==> src/rtl/seg_pkg.sv <==
// seg_pkg: shared constants and types for the seven-segment scanner.
//   digit_t          4-bit digit code (0-9 decoded, A-F blank)
//   SEG_0..SEG_9     active-low segment patterns, bit 7 = dp, bits 6:0 = g..a
//   SEG_BLANK        all segments off
//   AN_OFF           all anodes off (active-low)
package seg_pkg;

   typedef logic [3:0] digit_t;

   localparam logic [7:0] SEG_0     = 8'hC0;
   localparam logic [7:0] SEG_1     = 8'hF9;
   localparam logic [7:0] SEG_2     = 8'hA4;
   localparam logic [7:0] SEG_3     = 8'hB0;
   localparam logic [7:0] SEG_4     = 8'h99;
   localparam logic [7:0] SEG_5     = 8'h92;
   localparam logic [7:0] SEG_6     = 8'h82;
   localparam logic [7:0] SEG_7     = 8'hF8;
   localparam logic [7:0] SEG_8     = 8'h80;
   localparam logic [7:0] SEG_9     = 8'h90;
   localparam logic [7:0] SEG_BLANK = 8'hFF;

   localparam logic [3:0] AN_OFF    = 4'b1111;

endpackage

==> src/rtl/seven_seg.sv <==
// seven_seg: combinational digit-code to segment decoder (active-low).
//   code  in   digit code; 0-9 decode to numerals, A-F blank
//   seg   out  segments g..a, active-low (decimal point handled by the caller)
module seven_seg
   import seg_pkg::*;
(
   input  digit_t      code,
   output logic [6:0]  seg
);

   always_comb begin
      seg = SEG_BLANK[6:0];
      case (code)
         4'd0:    seg = SEG_0[6:0];
         4'd1:    seg = SEG_1[6:0];
         4'd2:    seg = SEG_2[6:0];
         4'd3:    seg = SEG_3[6:0];
         4'd4:    seg = SEG_4[6:0];
         4'd5:    seg = SEG_5[6:0];
         4'd6:    seg = SEG_6[6:0];
         4'd7:    seg = SEG_7[6:0];
         4'd8:    seg = SEG_8[6:0];
         4'd9:    seg = SEG_9[6:0];
         default: seg = SEG_BLANK[6:0];
      endcase
   end

endmodule

==> src/rtl/seg_scan_mux.sv <==
// seg_scan_mux: 4-digit common-anode seven-segment scanner with a
// double-buffered display value that only changes at frame boundaries.
//   clk          clock, all state on rising edge
//   rst          synchronous active-high reset
//   en           display enable (0 blanks outputs, scan keeps running)
//   digits       four BCD digits, digit 0 in bits 3:0 (rightmost)
//   dp           decimal point per digit, 1 = lit
//   load         strobe capturing digits/dp into the pending buffer
//   blink        (SEG_SCAN_BLINK_EN only) per-digit blink select
//   an           anode enables, active-low
//   seg          segments, active-low, bit 7 = dp, bits 6:0 = g..a
//   frame_start  one-cycle pulse on the first output cycle of digit 0
// Optional feature: define SEG_SCAN_BLINK_EN to add the blink input and
// the BLINK_FRAMES parameter.
module seg_scan_mux
   import seg_pkg::*;
#(
   parameter int unsigned REFRESH_DIV  = 100000,
   parameter int unsigned BLANK_CYCLES = 16
`ifdef SEG_SCAN_BLINK_EN
  ,parameter int unsigned BLINK_FRAMES = 250
`endif
)(
   input  logic        clk,
   input  logic        rst,
   input  logic        en,
   input  logic [15:0] digits,
   input  logic [3:0]  dp,
   input  logic        load,
`ifdef SEG_SCAN_BLINK_EN
   input  logic [3:0]  blink,
`endif
   output logic [3:0]  an,
   output logic [7:0]  seg,
   output logic        frame_start
);

   localparam int unsigned      CNT_W     = $clog2(REFRESH_DIV);
   localparam logic [CNT_W-1:0] CNT_MAX   = CNT_W'(REFRESH_DIV - 1);
   localparam logic [CNT_W-1:0] CNT_BLANK = CNT_W'(BLANK_CYCLES);

   logic [CNT_W-1:0] cnt;
   logic [1:0]       idx;
   logic             slot_end;
   logic             boundary;
   logic             wrap_q;

   logic [15:0]      pend_digits;
   logic [3:0]       pend_dp;
   logic             pend_valid;
   logic [15:0]      act_digits;
   logic [3:0]       act_dp;

   digit_t           cur_code;
   logic [6:0]       cur_seg;
   logic [3:0]       an_nxt;
   logic [7:0]       seg_nxt;

   assign slot_end = (cnt == CNT_MAX);
   assign boundary = slot_end && (idx == 2'd3);

   // Slot timer and digit index
   always_ff @(posedge clk) begin
      if (rst) begin
         cnt <= '0;
         idx <= '0;
      end else if (slot_end) begin
         cnt <= '0;
         idx <= idx + 2'd1;
      end else begin
         cnt <= cnt + 1'b1;
      end
   end

   // Double buffer. A load on the boundary cycle bypasses pending and
   // wins over any stale pending value.
   always_ff @(posedge clk) begin
      if (rst) begin
         pend_digits <= '0;
         pend_dp     <= '0;
         pend_valid  <= 1'b0;
         act_digits  <= '1;
         act_dp      <= '0;
      end else if (boundary) begin
         if (load) begin
            act_digits <= digits;
            act_dp     <= dp;
         end else if (pend_valid) begin
            act_digits <= pend_digits;
            act_dp     <= pend_dp;
         end
         pend_valid <= 1'b0;
      end else if (load) begin
         pend_digits <= digits;
         pend_dp     <= dp;
         pend_valid  <= 1'b1;
      end
   end

`ifdef SEG_SCAN_BLINK_EN
   localparam int unsigned BF_W = (BLINK_FRAMES > 1) ? $clog2(BLINK_FRAMES) : 1;

   logic [BF_W-1:0] blink_cnt;
   logic            blink_phase;

   always_ff @(posedge clk) begin
      if (rst) begin
         blink_cnt   <= '0;
         blink_phase <= 1'b0;
      end else if (boundary) begin
         if (blink_cnt == BF_W'(BLINK_FRAMES - 1)) begin
            blink_cnt   <= '0;
            blink_phase <= ~blink_phase;
         end else begin
            blink_cnt <= blink_cnt + 1'b1;
         end
      end
   end
`endif

   assign cur_code = act_digits[{idx, 2'b00} +: 4];

   seven_seg u_dec (
      .code (cur_code),
      .seg  (cur_seg)
   );

   always_comb begin
      seg_nxt = {~act_dp[idx], cur_seg};
      an_nxt  = (cnt < CNT_BLANK) ? AN_OFF : ~(4'b0001 << idx);
`ifdef SEG_SCAN_BLINK_EN
      if (blink_phase) begin
         an_nxt = an_nxt | blink;
      end
`endif
      if (!en) begin
         an_nxt  = AN_OFF;
         seg_nxt = SEG_BLANK;
      end
   end

   // Registered outputs. wrap_q marks the cycle whose state is cnt=0/idx=0
   // after a wrap, so frame_start lines up with digit 0's first output.
   always_ff @(posedge clk) begin
      if (rst) begin
         an          <= AN_OFF;
         seg         <= SEG_BLANK;
         wrap_q      <= 1'b0;
         frame_start <= 1'b0;
      end else begin
         an          <= an_nxt;
         seg         <= seg_nxt;
         wrap_q      <= boundary;
         frame_start <= wrap_q;
      end
   end

endmodule

==> config.mk <==
export PLATFORM = sky130hd
export DESIGN_NAME = seg_scan_mux
export DESIGN_NICKNAME = d
export VERILOG_FILES = /design/src/rtl/seg_pkg.sv /design/src/rtl/seven_seg.sv /design/src/rtl/seg_scan_mux.sv
export SDC_FILE = /design/constraint.sdc
export NUM_CORES = 1
export LEC_CHECK = 0
export CORE_MARGIN = 1.5
export CORE_UTILIZATION = 50
export DETAILED_ROUTE_END_ITERATION = 10
export PLACE_DENSITY = 0.76
export SLEW_MARGIN = 20
export SYNTH_ARGS = -nofsm -noshare
export SYNTH_HDL_FRONTEND = slang
export SYNTH_SLANG_ARGS = --single-unit
==> constraint.sdc <==
create_clock -name clk -period 3.1 [get_ports clk]
set_input_delay 0.62 -clock clk [delete_from_list [all_inputs] [get_ports clk]]
set_output_delay 0.62 -clock clk [all_outputs]
set_load 0.02 [all_outputs]
### After elaboration in Yosys (flattened, before gate mapping)

Memory sizes are Yosys's and may differ from the RTL's. A register that Yosys moved wholly into a read port is not among the register bits.
Cells that the tools add are included.
W data, S select, Z words.

| cells by class | value |
|---|---|
| $lt $le $gt $ge | 2 |
| reduce and logical (&&, ||, !) cells | 8 |
| bitwise logic cells | 4 |
| eq/ne operators | 2 |
| add/sub/neg operators | 2 |
| mux-type cells | 6 |
| shift operators | 2 |

Operators by type and width:

| cell | number |
|---|---|
| $mux W16 | 2 |
| $add A17 B1 Y17 const B | 1 |
| $eq A17 B17 Y1 const B | 1 |
| $lt A17 B5 Y1 const B | 1 |
| $shiftx A16 B5 Y4 | 1 |
| $mux W4 | 2 |
| $reduce_or A2 Y1 | 3 |
| $not A4 Y4 | 1 |
| $reduce_and A2 Y1 | 2 |
| $shl A1 B2 Y4 const A | 1 |
| $lt A2 B3 Y1 const B | 1 |
| $not A1 Y1 | 3 |
| $reduce_or A3 Y1 | 1 |
| $add A2 B1 Y2 const B | 1 |
| $bmux W1 S2 | 1 |
| $eq A2 B2 Y1 const B | 1 |
| $reduce_bool A2 Y1 | 1 |
| $logic_and A1 B1 Y1 | 1 |
| $mux W1 | 1 |

| storage, ports and cells | value |
|---|---|
| register bits | 74 |
| output and inout bits | 13 |
| logic and storage cells | 38 |
| memories | 1 |
| input bits | 24 |
| bits in read-only memories | 112 |

Memory list:

| memory | words | width | read ports | clocked after Yosys merged registers in | wr ports | line | source |
|---|---|---|---|---|---|---|---|
| (name not given) | 16 | 7 | 1 | 1 | 0 | seven_seg.sv:13 | `case (code)` |

### Depth between registers and ports, before layout

Gate-level depths: netlist of the first run.

| logic depth | value |
|---|---|
| word-level depth | 4 |
| gate-level depth with buffers | 7 |
| depth with buffers taken out | 6 |

### Hierarchy

Synthesis of the first run repeated with hierarchy kept, for this count alone.

| unflattened totals | value |
|---|---|
| cell total of the unflattened synthesis | 384 |
| area total of the unflattened synthesis | 3,503.4 µm² |

By module, submodules not included:

| module | instances | sequential area each (µm²) | cells an instance | area each (µm²) |
|---|---|---|---|---|
| seg_scan_mux | 1 | 1,481.4 | 351 | 3,293.2 |
| seven_seg | 1 | 0.0 | 33 | 210.2 |

### Worst setup path after synthesis of the first run

OpenSTA, ideal clock, no wires.

| timing | value |
|---|---|
| kind | reg-to-reg |
| from | reg cnt[14] |
| to | reg act_digits[0] |
| stages on the path, launching flop included | 7 |
| setup time | 0.125 ns |
| setup slack | 0.916 ns |
| period minus slack after synthesis | 2.184 ns |
| data required time | 2.975 ns |
| arrival | 2.059 ns |
| buffers on the path | 2 |
| path through | dfxtp_1 or4_1 or4_1 buf_2 or3_1 buf_4 mux2i_1 |

| on the way | value |
|---|---|
| longest elaborated chain between the ends | 3 |

RTL lines:

| item | line | source |
|---|---|---|
| start: declaration | seg_scan_mux.sv:42 | `logic [CNT_W-1:0] cnt;` |
| start signal: assignment | seg_scan_mux.sv:71 | `cnt <= cnt + 1'b1;` |
| $eq A17 B17 Y1 | seg_scan_mux.sv:59 | `assign slot_end = (cnt == CNT_MAX);` |
| $logic_and A1 B1 Y1 | seg_scan_mux.sv:60 | `assign boundary = slot_end && (idx == 2'd3);` |
| $reduce_and A2 Y1 (no line) | n/a |  |
| end signal: assignment | seg_scan_mux.sv:86 | `act_digits <= digits;` |
| end signal: assignment | seg_scan_mux.sv:89 | `act_digits <= pend_digits;` |
| end: declaration | seg_scan_mux.sv:51 | `logic [15:0] act_digits;` |

No other way between the ends.
A chain may end at the register's enable or synchronous reset.

### Worst setup path after layout of the first run

| timing | value |
|---|---|
| from | reg cnt[14] |
| to | reg act_dp[0] |

| on the way | value |
|---|---|
| longest elaborated chain between the ends | 3 |

RTL lines:

| item | line | source |
|---|---|---|
| $eq A17 B17 Y1 | seg_scan_mux.sv:59 |  |
| $logic_and A1 B1 Y1 | seg_scan_mux.sv:60 |  |
| $reduce_and A2 Y1 (no line) | n/a |  |
| end signal: assignment | seg_scan_mux.sv:87 | `act_dp <= dp;` |
| end signal: assignment | seg_scan_mux.sv:90 | `act_dp <= pend_dp;` |
| end: declaration | seg_scan_mux.sv:52 | `logic [3:0] act_dp;` |

No other way between the ends.

==> out/summary.txt, run 1 <==
tightest slew margin relative to the limit: 33.2%
instance count of the mapped netlist: 372
power density of the placed cells: 500 nW/µm²
Startpoint Class: flop
WP buf/inv: 0
share of the clock period used by the worst path after layout: 89.4%
count of vias placed by the detailed router: 2,697
cell count after placement: 470
multi-input logic area: 1790 µm²
cell with the largest stage delay on the worst path: sky130_fd_sc_hd__or3_1
DRT iter0 DRCs: 175
sum of internal, switching and leakage power: 2.05 mW
routed wire length per instance: 14.2 µm
CP Data Required Time: 3.36 ns
logic depth of the worst setup path including buffers: 4
fmax: 361 MHz
cell accounting for the most synthesized area: sky130_fd_sc_hd__dfxtp_1
count of endpoints failing hold in the final timing report: 0
sum of overflow across all layers after global routing: 0
hold crit path type: flop to flop
Layout area overhead: 20.0%
Slew Limit Fails: 0
global-route wire length before repair: 12.1 mm
detailed-router iteration count before antenna repair: 8
via count of the first global-routing pass: 2,606
Sw Pwr: 0.453 mW
cells on worst reg2reg path: 4
number of top-level design ports: 37
violations in the final reports: DRC
Combinational Power Share: 6.5%
Die Y: 85.6 µm
worst endpoint data arrival time: 3.03 ns
mean cell area of the mapped netlist: 9.17 µm²
delay contributed by the slowest stage of the critical path: 0.82 ns
cell-internal power: 1.60 mW
Worst IR Drop VDD: 0.000291 V
DRC violations left: 3
final wirelength: 6.88 mm
ordered cell list for the critical path: or4_1, or4_1, or3_1, o31ai_1
measured slew at the worst slew-check pin: 1.00 ns
Post-CTS Setup Bufs: 0
# fillers: 572
fraction of layout instances using a drive strength above 1: 8.31%
Syn Nets: 406
DP Wirelength: 4.76 mm
final period demand of the worst path: 2.77 ns
worst clock skew on the final layout: 0.00795 ns
H-Tree Depth: 3
CTS root buf: sky130_fd_sc_hd__clkbuf_8
via/cell ratio: 5.55
Cell variety after synth: 35
Inserted Diodes: 0
crit path kind: flop to flop
endpoints failing setup: 0
x dimension of the die: 85.6 µm
count of maximum capacitance violations: 0
type of element capturing the critical path: flop
Crit path top cell by count: sky130_fd_sc_hd__or4_1
maximum count of clock buffers along a single path: 2
post-CTS sizing: 0
total routing resource utilization after global routing: 20.8%
ANT nets after route: 0
clock transition at the registers of the reported paths: 0.08 ns
maximum number of pins on one net before global-route repair: 41
setup total negative slack: 0 ns
fraction of power spent switching nets: 22.1%
hold buffer count at cts: 0
clock sink count: 74
result of the run: complete, but fails checks
critical path peak fanout: 20
sequential cell fraction of total power: 47.9%
Netlist Area Pre-Place: 3410 µm²
floorplan core area: 6460 µm²
number of antenna violations at the first check in global routing: 0
most instantiated flip-flop cell in the synthesis netlist: sky130_fd_sc_hd__dfxtp_1
area fraction of the dominant cell type after synthesis: 43.4%
unrepaired setup endpoints after global routing: false
Syn. warnings: 0
depth of the worst hold-timing path: 2
post-synthesis async set-or-reset flop share: 0%
leakage power of the design: 1.69 nW
total CTS buffers: 9
count of nets after finishing: 438
clock tree from TritonCTS: built
routability congestion estimate from global placement: 0.846
Clock Latency Late Sink: 0.36 ns
fraction of the yosys area taken by sequential cells: 43.4%
register bit total from synthesis: 74
post-route insts no fill: 486
starting utilization of the core area: 52.8%
Clock Power Share: 45.6%
number of enable flip-flop cells after synthesis: 0
Sequential Area: 1480 µm²
number of placement rows: 29
family with the most delay on the worst path: simple AND/OR/NAND/NOR gates
ranking of synthesized cells by area: sky130_fd_sc_hd__dfxtp_1, sky130_fd_sc_hd__mux2i_1, sky130_fd_sc_hd__nand2_1, sky130_fd_sc_hd__ha_1, sky130_fd_sc_hd__nor2_1
count of input and output buffers: 36
area enclosed by the die boundary: 7330 µm²
## Yosys cell counts, types with 7 or more instances
library cell               count
sky130_fd_sc_hd__inv_1         9
sky130_fd_sc_hd__o21ai_0      11
sky130_fd_sc_hd__ha_1         10
sky130_fd_sc_hd__dfxtp_1      74
sky130_fd_sc_hd__nand2_1      54
sky130_fd_sc_hd__nor2b_1      18
sky130_fd_sc_hd__mux2i_1      42
sky130_fd_sc_hd__nor2_1       33
sky130_fd_sc_hd__xor2_1        7
sky130_fd_sc_hd__a21oi_1       8
sky130_fd_sc_hd__o31ai_1       7
sky130_fd_sc_hd__nand3_1       7
sky130_fd_sc_hd__a211oi_1     16
sky130_fd_sc_hd__clkbuf_1     18
## registers in the layout, summed over array words and instances, names as in the netlist
| register | flops |
|---|---|
| pend_valid | 1 |
| pend_digits | 16 |
| act_digits | 16 |
| seg | 8 |
| wrap_q | 1 |
| cnt | 17 |
| pend_dp | 4 |
| idx | 2 |
| an | 4 |
| frame_start | 1 |
| act_dp | 4 |
## power groups by stage
stage               combinational, mW  clock [mW]  sequential (mW)
floorplan                      0.0797           0             1.00
global route                    0.149       0.986            0.983
CTS                             0.134       0.948            0.981
finish                          0.133       0.934            0.981
global placement                0.130           0             1.00
detailed placement              0.134           0             1.00
## layer usage
metal	track usage [%]	up-vias	part of all wire, %
li1	-	1360	-
met1	28.4	1255	49
met2	31.0	70	45
met3	4.91	12	4.6
met4	10.4	0	1.9
met5	0	-	0
## cells by family (layout without fill, tap and decap cells)
| group | after synthesis | count (layout) | synth area share [%] |
|---|---|---|---|
| flops | 74 | 74 | 43.4 |
| simple gates | 145 | 145 | 20.4 |
| xor+xnor | 12 | 12 | 3.08 |
| buf+inv | 35 | 72 | 4.26 |
| fa+ha+maj | 10 | 10 | 3.67 |
| mux | 47 | 47 | 15.6 |
| compound gates | 49 | 49 | 9.54 |
## layout make-up
type | count | area share [%]
repair buffers | 46 | 10.6
inverters | 10 | 0.917
multi-input cells | 263 | 43.8
well taps | 77 | 2.35
clock inverters | 6 | 2.75
flip-flops and latches | 74 | 36.2
clock buffers | 10 | 3.36
## cell usage in the layout (no fill, tap or decap), types with 2 or more instances in the layout
cell type,n
sky130_fd_sc_hd__dfxtp_1,74
sky130_fd_sc_hd__a21oi_1,8
sky130_fd_sc_hd__and4_1,4
sky130_fd_sc_hd__and2_1,2
sky130_fd_sc_hd__o21ai_0,11
sky130_fd_sc_hd__clkdlybuf4s50_1,36
sky130_fd_sc_hd__nor3b_1,2
sky130_fd_sc_hd__xnor2_1,5
sky130_fd_sc_hd__o311ai_0,4
sky130_fd_sc_hd__nor2b_1,18
sky130_fd_sc_hd__clkbuf_8,10
sky130_fd_sc_hd__inv_1,9
sky130_fd_sc_hd__ha_1,10
sky130_fd_sc_hd__nor4_1,2
sky130_fd_sc_hd__xor2_1,7
sky130_fd_sc_hd__or4_1,5
sky130_fd_sc_hd__mux4_2,5
sky130_fd_sc_hd__buf_4,10
sky130_fd_sc_hd__mux2i_1,42
sky130_fd_sc_hd__nor3_1,3
sky130_fd_sc_hd__a211oi_1,16
sky130_fd_sc_hd__bufinv_16,3
sky130_fd_sc_hd__nor2_1,33
sky130_fd_sc_hd__or3_1,4
sky130_fd_sc_hd__nand4_1,6
sky130_fd_sc_hd__nand2_1,54
sky130_fd_sc_hd__nand3_1,7
sky130_fd_sc_hd__o31ai_1,7
sky130_fd_sc_hd__and3_1,4
## path summary, 6_finish.rpt
| check | startpoint | endpoint | slack, ns |
|---|---|---|---|
| setup / recovery | cnt[14]$_SDFF_PP0_ | act_dp[0]$_SDFFE_PP0P_ | 0.33 |
| hold / removal | pend_digits[13]$_SDFFE_PP0P_ | pend_digits[13]$_SDFFE_PP0P_ | 0.45 |
| setup reg to reg | cnt[14]$_SDFF_PP0_ | act_dp[0]$_SDFFE_PP0P_ | 0.33 |
| hold reg to reg | pend_digits[13]$_SDFFE_PP0P_ | pend_digits[13]$_SDFFE_PP0P_ | 0.45 |
## tightest hold or removal path, stage by stage, from the launching register on
cell and delay (ns):
sky130_fd_sc_hd__dfxtp_1 0.31, sky130_fd_sc_hd__nand2_1 0.05, sky130_fd_sc_hd__mux2i_1 0.05
## metrics by stage
step	util, %	cell area [µm²]	setup WS [ns]	hold WS (ns)
after CTS	63.3	4090	0.346	0.457
after floorplan	-	3410	0.916	0.414
after detailed placement	59.5	3840	0.367	0.443
after global routing	63.3	4090	0.214	0.479
final	63.3	4090	0.328	0.454
after global placement	59.5	3840	0.450	0.436
Note: power is estimated with default switching activity, not from simulation.
==> run 2: changes to the inputs <==
TNS_END_PERCENT = 50   (was unset)
==> results of run 2 <==
Final layout, timing and power as in run 1 (identical DEF).
==> run 3: changes to the inputs <==
REMOVE_ABC_BUFFERS = 1   (was unset)
==> run 3 against run 2 <==
The run still ends with DRC left. Final area fell by 0.76%. Wire length is 2.8% lower. Core utilization is 0.48 points lower. Global-route usage down 0.56 points. Fmax grew 1.2%. Via count fell by 1.5%. Power decreased by 5.5%. Non-clock buffer count did not move. Cell count unchanged. Highest routed layer unchanged.
==> out/summary.txt, run 3 (synthesis gave the netlist of run 1 again) <==
number of placement rows: 29 (unchanged)
fraction of layout instances using a drive strength above 1: 8.07% (-0.24 points)
count of nets after finishing: 438 (unchanged)
type of element capturing the critical path: flop
area enclosed by the die boundary: 7330 µm² (unchanged)
post-CTS sizing: 0 (unchanged)
Die Y: 85.6 µm (unchanged)
Clock Power Share: 42.3% (-3.3 points)
final period demand of the worst path: 2.74 ns (-0.0332 ns)
CTS root buf: sky130_fd_sc_hd__clkbuf_8
DRC violations left: 5 (+2)
depth of the worst hold-timing path: 2 (unchanged)
worst clock skew on the final layout: 0.00784 ns (-0.000108 ns)
FF-to-FF Start: cnt[14]$_SDFF_PP0_
number of antenna violations at the first check in global routing: 0 (unchanged)
Clock Latency Late Sink: 0.35 ns (about the same)
Worst IR Drop VDD: 0.000385 V (+33%)
total routing resource utilization after global routing: 20.3% (-0.56 points)
maximum count of clock buffers along a single path: 2 (unchanged)
setup total negative slack: 0 ns (unchanged)
fraction of power spent switching nets: 22.0% (-0.070 points)
count of vias placed by the detailed router: 2,656 (-1.5%)
Crit Reg-Reg Endpoint: act_dp[0]$_SDFFE_PP0P_
clock transition at the registers of the reported paths: 0.08 ns (about the same)
total CTS buffers: 9 (unchanged)
hold buffer count at cts: 0 (unchanged)
most frequent standard cell in the layout excluding fill and tap cells: sky130_fd_sc_hd__dfxtp_1
area of all placed cells without fillers: 4060 µm² (-0.76%)
count of input and output buffers: 36 (unchanged)
clock sink count: 74 (unchanged)
clock tree from TritonCTS: built
CP Data Required Time: 3.36 ns (about the same)
biggest registers after layout: cnt x17, act_digits x16, pend_digits x16
Inserted Diodes: 0 (unchanged)
share of the clock period used by the worst path after layout: 88.3% (-1.1 points)
ANT nets after route: 0 (unchanged)
sum of overflow across all layers after global routing: 0 (unchanged)
tightest slew margin relative to the limit: 32.6% (-0.56 points)
starting utilization of the core area: 52.8% (unchanged)
Min-Delay Endpoint: pend_digits[10]$_SDFFE_PP0P_
sequential cell fraction of total power: 50.7% (+2.8 points)
crit path kind: flop to flop
number of top-level design ports: 37 (unchanged)
final wirelength: 6.68 mm (-2.8%)
hold wc startpoint: pend_digits[10]$_SDFFE_PP0P_
DP Wirelength: 4.78 mm (+0.29%)
sum of internal, switching and leakage power: 1.94 mW (-5.5%)
via count of the first global-routing pass: 2,440 (-6.4%)
Reg2Reg Setup Slack: 0.36 ns (+0.03 ns)
DRT iter0 DRCs: 139 (-21%)
routed wire length per instance: 13.8 µm (-2.8%)
violations in the final reports: DRC
H-Tree Depth: 3 (unchanged)
measured slew at the worst slew-check pin: 1.01 ns (+0.00843 ns)
fmax: 365 MHz (+1.2%)
leakage power of the design: 1.67 nW (-1.1%)
Sw Pwr: 0.426 mW (-5.8%)
unrepaired setup endpoints after global routing: false
x dimension of the die: 85.6 µm (unchanged)
Slew Limit Fails: 0 (unchanged)
critical path peak fanout: 20 (unchanged)
count of maximum capacitance violations: 0 (unchanged)
count of endpoints failing hold in the final timing report: 0 (unchanged)
via/cell ratio: 5.47 (-1.5%)
register with the most flip-flops: cnt
number of flip-flops in the largest register: 17 (unchanged)
highest-count cells in the layout ignoring fill and taps: sky130_fd_sc_hd__dfxtp_1, sky130_fd_sc_hd__nand2_1, sky130_fd_sc_hd__mux2i_1, sky130_fd_sc_hd__clkdlybuf4s50_1, sky130_fd_sc_hd__nor2_1
Combinational Power Share: 7.0% (+0.5 points)
floorplan core area: 6460 µm² (unchanged)
Layout area overhead: 19.0%
hold crit path type: flop to flop
worst endpoint data arrival time: 2.99 ns (-0.04 ns)
endpoints failing setup: 0 (unchanged)
cell-internal power: 1.51 mW (-5.4%)
Post-CTS Setup Bufs: 0 (unchanged)
power density of the placed cells: 477 nW/µm² (-4.8%)
tightest hold margin: 0.453 ns (-0.000295 ns)
detailed-router iteration count before antenna repair: 7 (-1)
Startpoint Class: flop
result of the run: complete, but fails checks
cell area reported after detailed placement: 3840 µm² (unchanged)
routability congestion estimate from global placement: 0.758 (-10%)
global-route wire length before repair: 11.6 mm (-4.1%)
maximum number of pins on one net before global-route repair: 39 (-4.9%)
cells on worst reg2reg path: 4 (unchanged)
## run 3: power by group through the flow
stage / combinational [mW] / clock, mW / sequential, mW
2_1_floorplan: 0.0649 / 0 / 1.00
3_3_place_gp: 0.132 / 0 / 1.00
3_5_place_dp: 0.135 / 0 / 1.00
4_1_cts: 0.136 / 0.832 / 0.981
5_1_grt: 0.151 / 0.877 / 0.983
6_report: 0.135 / 0.819 / 0.981
## run 3: through the flow
stage,setup WS (ns),utilization [%],cells
final,0.361,62.9,486
after detailed placement,0.382,59.5,470
after floorplan,0.258,-,347
after global routing,0.233,62.9,486
after global placement,0.436,59.5,470
after CTS,0.375,62.9,486
## run 3: how the worst max path moves through the flow
stage,startpoint,endpoint,slack [ns]
floorplan,cnt[0]$_SDFF_PP0_,pend_digits[0]$_SDFFE_PP0P_,0.26
global placement,cnt[14]$_SDFF_PP0_,act_dp[3]$_SDFFE_PP0P_,0.44
detailed placement,cnt[14]$_SDFF_PP0_,act_dp[0]$_SDFFE_PP0P_,0.38
CTS,cnt[14]$_SDFF_PP0_,act_dp[0]$_SDFFE_PP0P_,0.37
global route,cnt[14]$_SDFF_PP0_,act_dp[2]$_SDFFE_PP0P_,0.23
finish,cnt[14]$_SDFF_PP0_,act_dp[0]$_SDFFE_PP0P_,0.36
## run 3: per-layer routing
layer / GRT usage (%) / part of all wire, % / vias to the layer above
met3: 3.85 / 5.9 / 6
met5: 0 / 0 / -
met4: 8.36 / 1.1 / 0
met2: 31.2 / 45 / 78
met1: 28.0 / 48 / 1206
li1: - / - / 1366
## run 3: cell type report
class | count | area, µm²
Fill cell | 540 | 2400
Multi-Input combinational cell | 263 | 1790
Sequential cell | 74 | 1480
Timing Repair Buffer | 46 | 435
Clock buffer | 11 | 141
Tap cell | 77 | 96.3
Clock inverter | 5 | 77.6
Inverter | 10 | 37.5
## run 3: worst max-delay path, stage by stage (launching register included)
cell                      delay, ns
sky130_fd_sc_hd__dfxtp_1       0.34
sky130_fd_sc_hd__or4_1         0.54
sky130_fd_sc_hd__or4_1         0.57
sky130_fd_sc_hd__or3_1         0.81
sky130_fd_sc_hd__o31ai_1       0.39
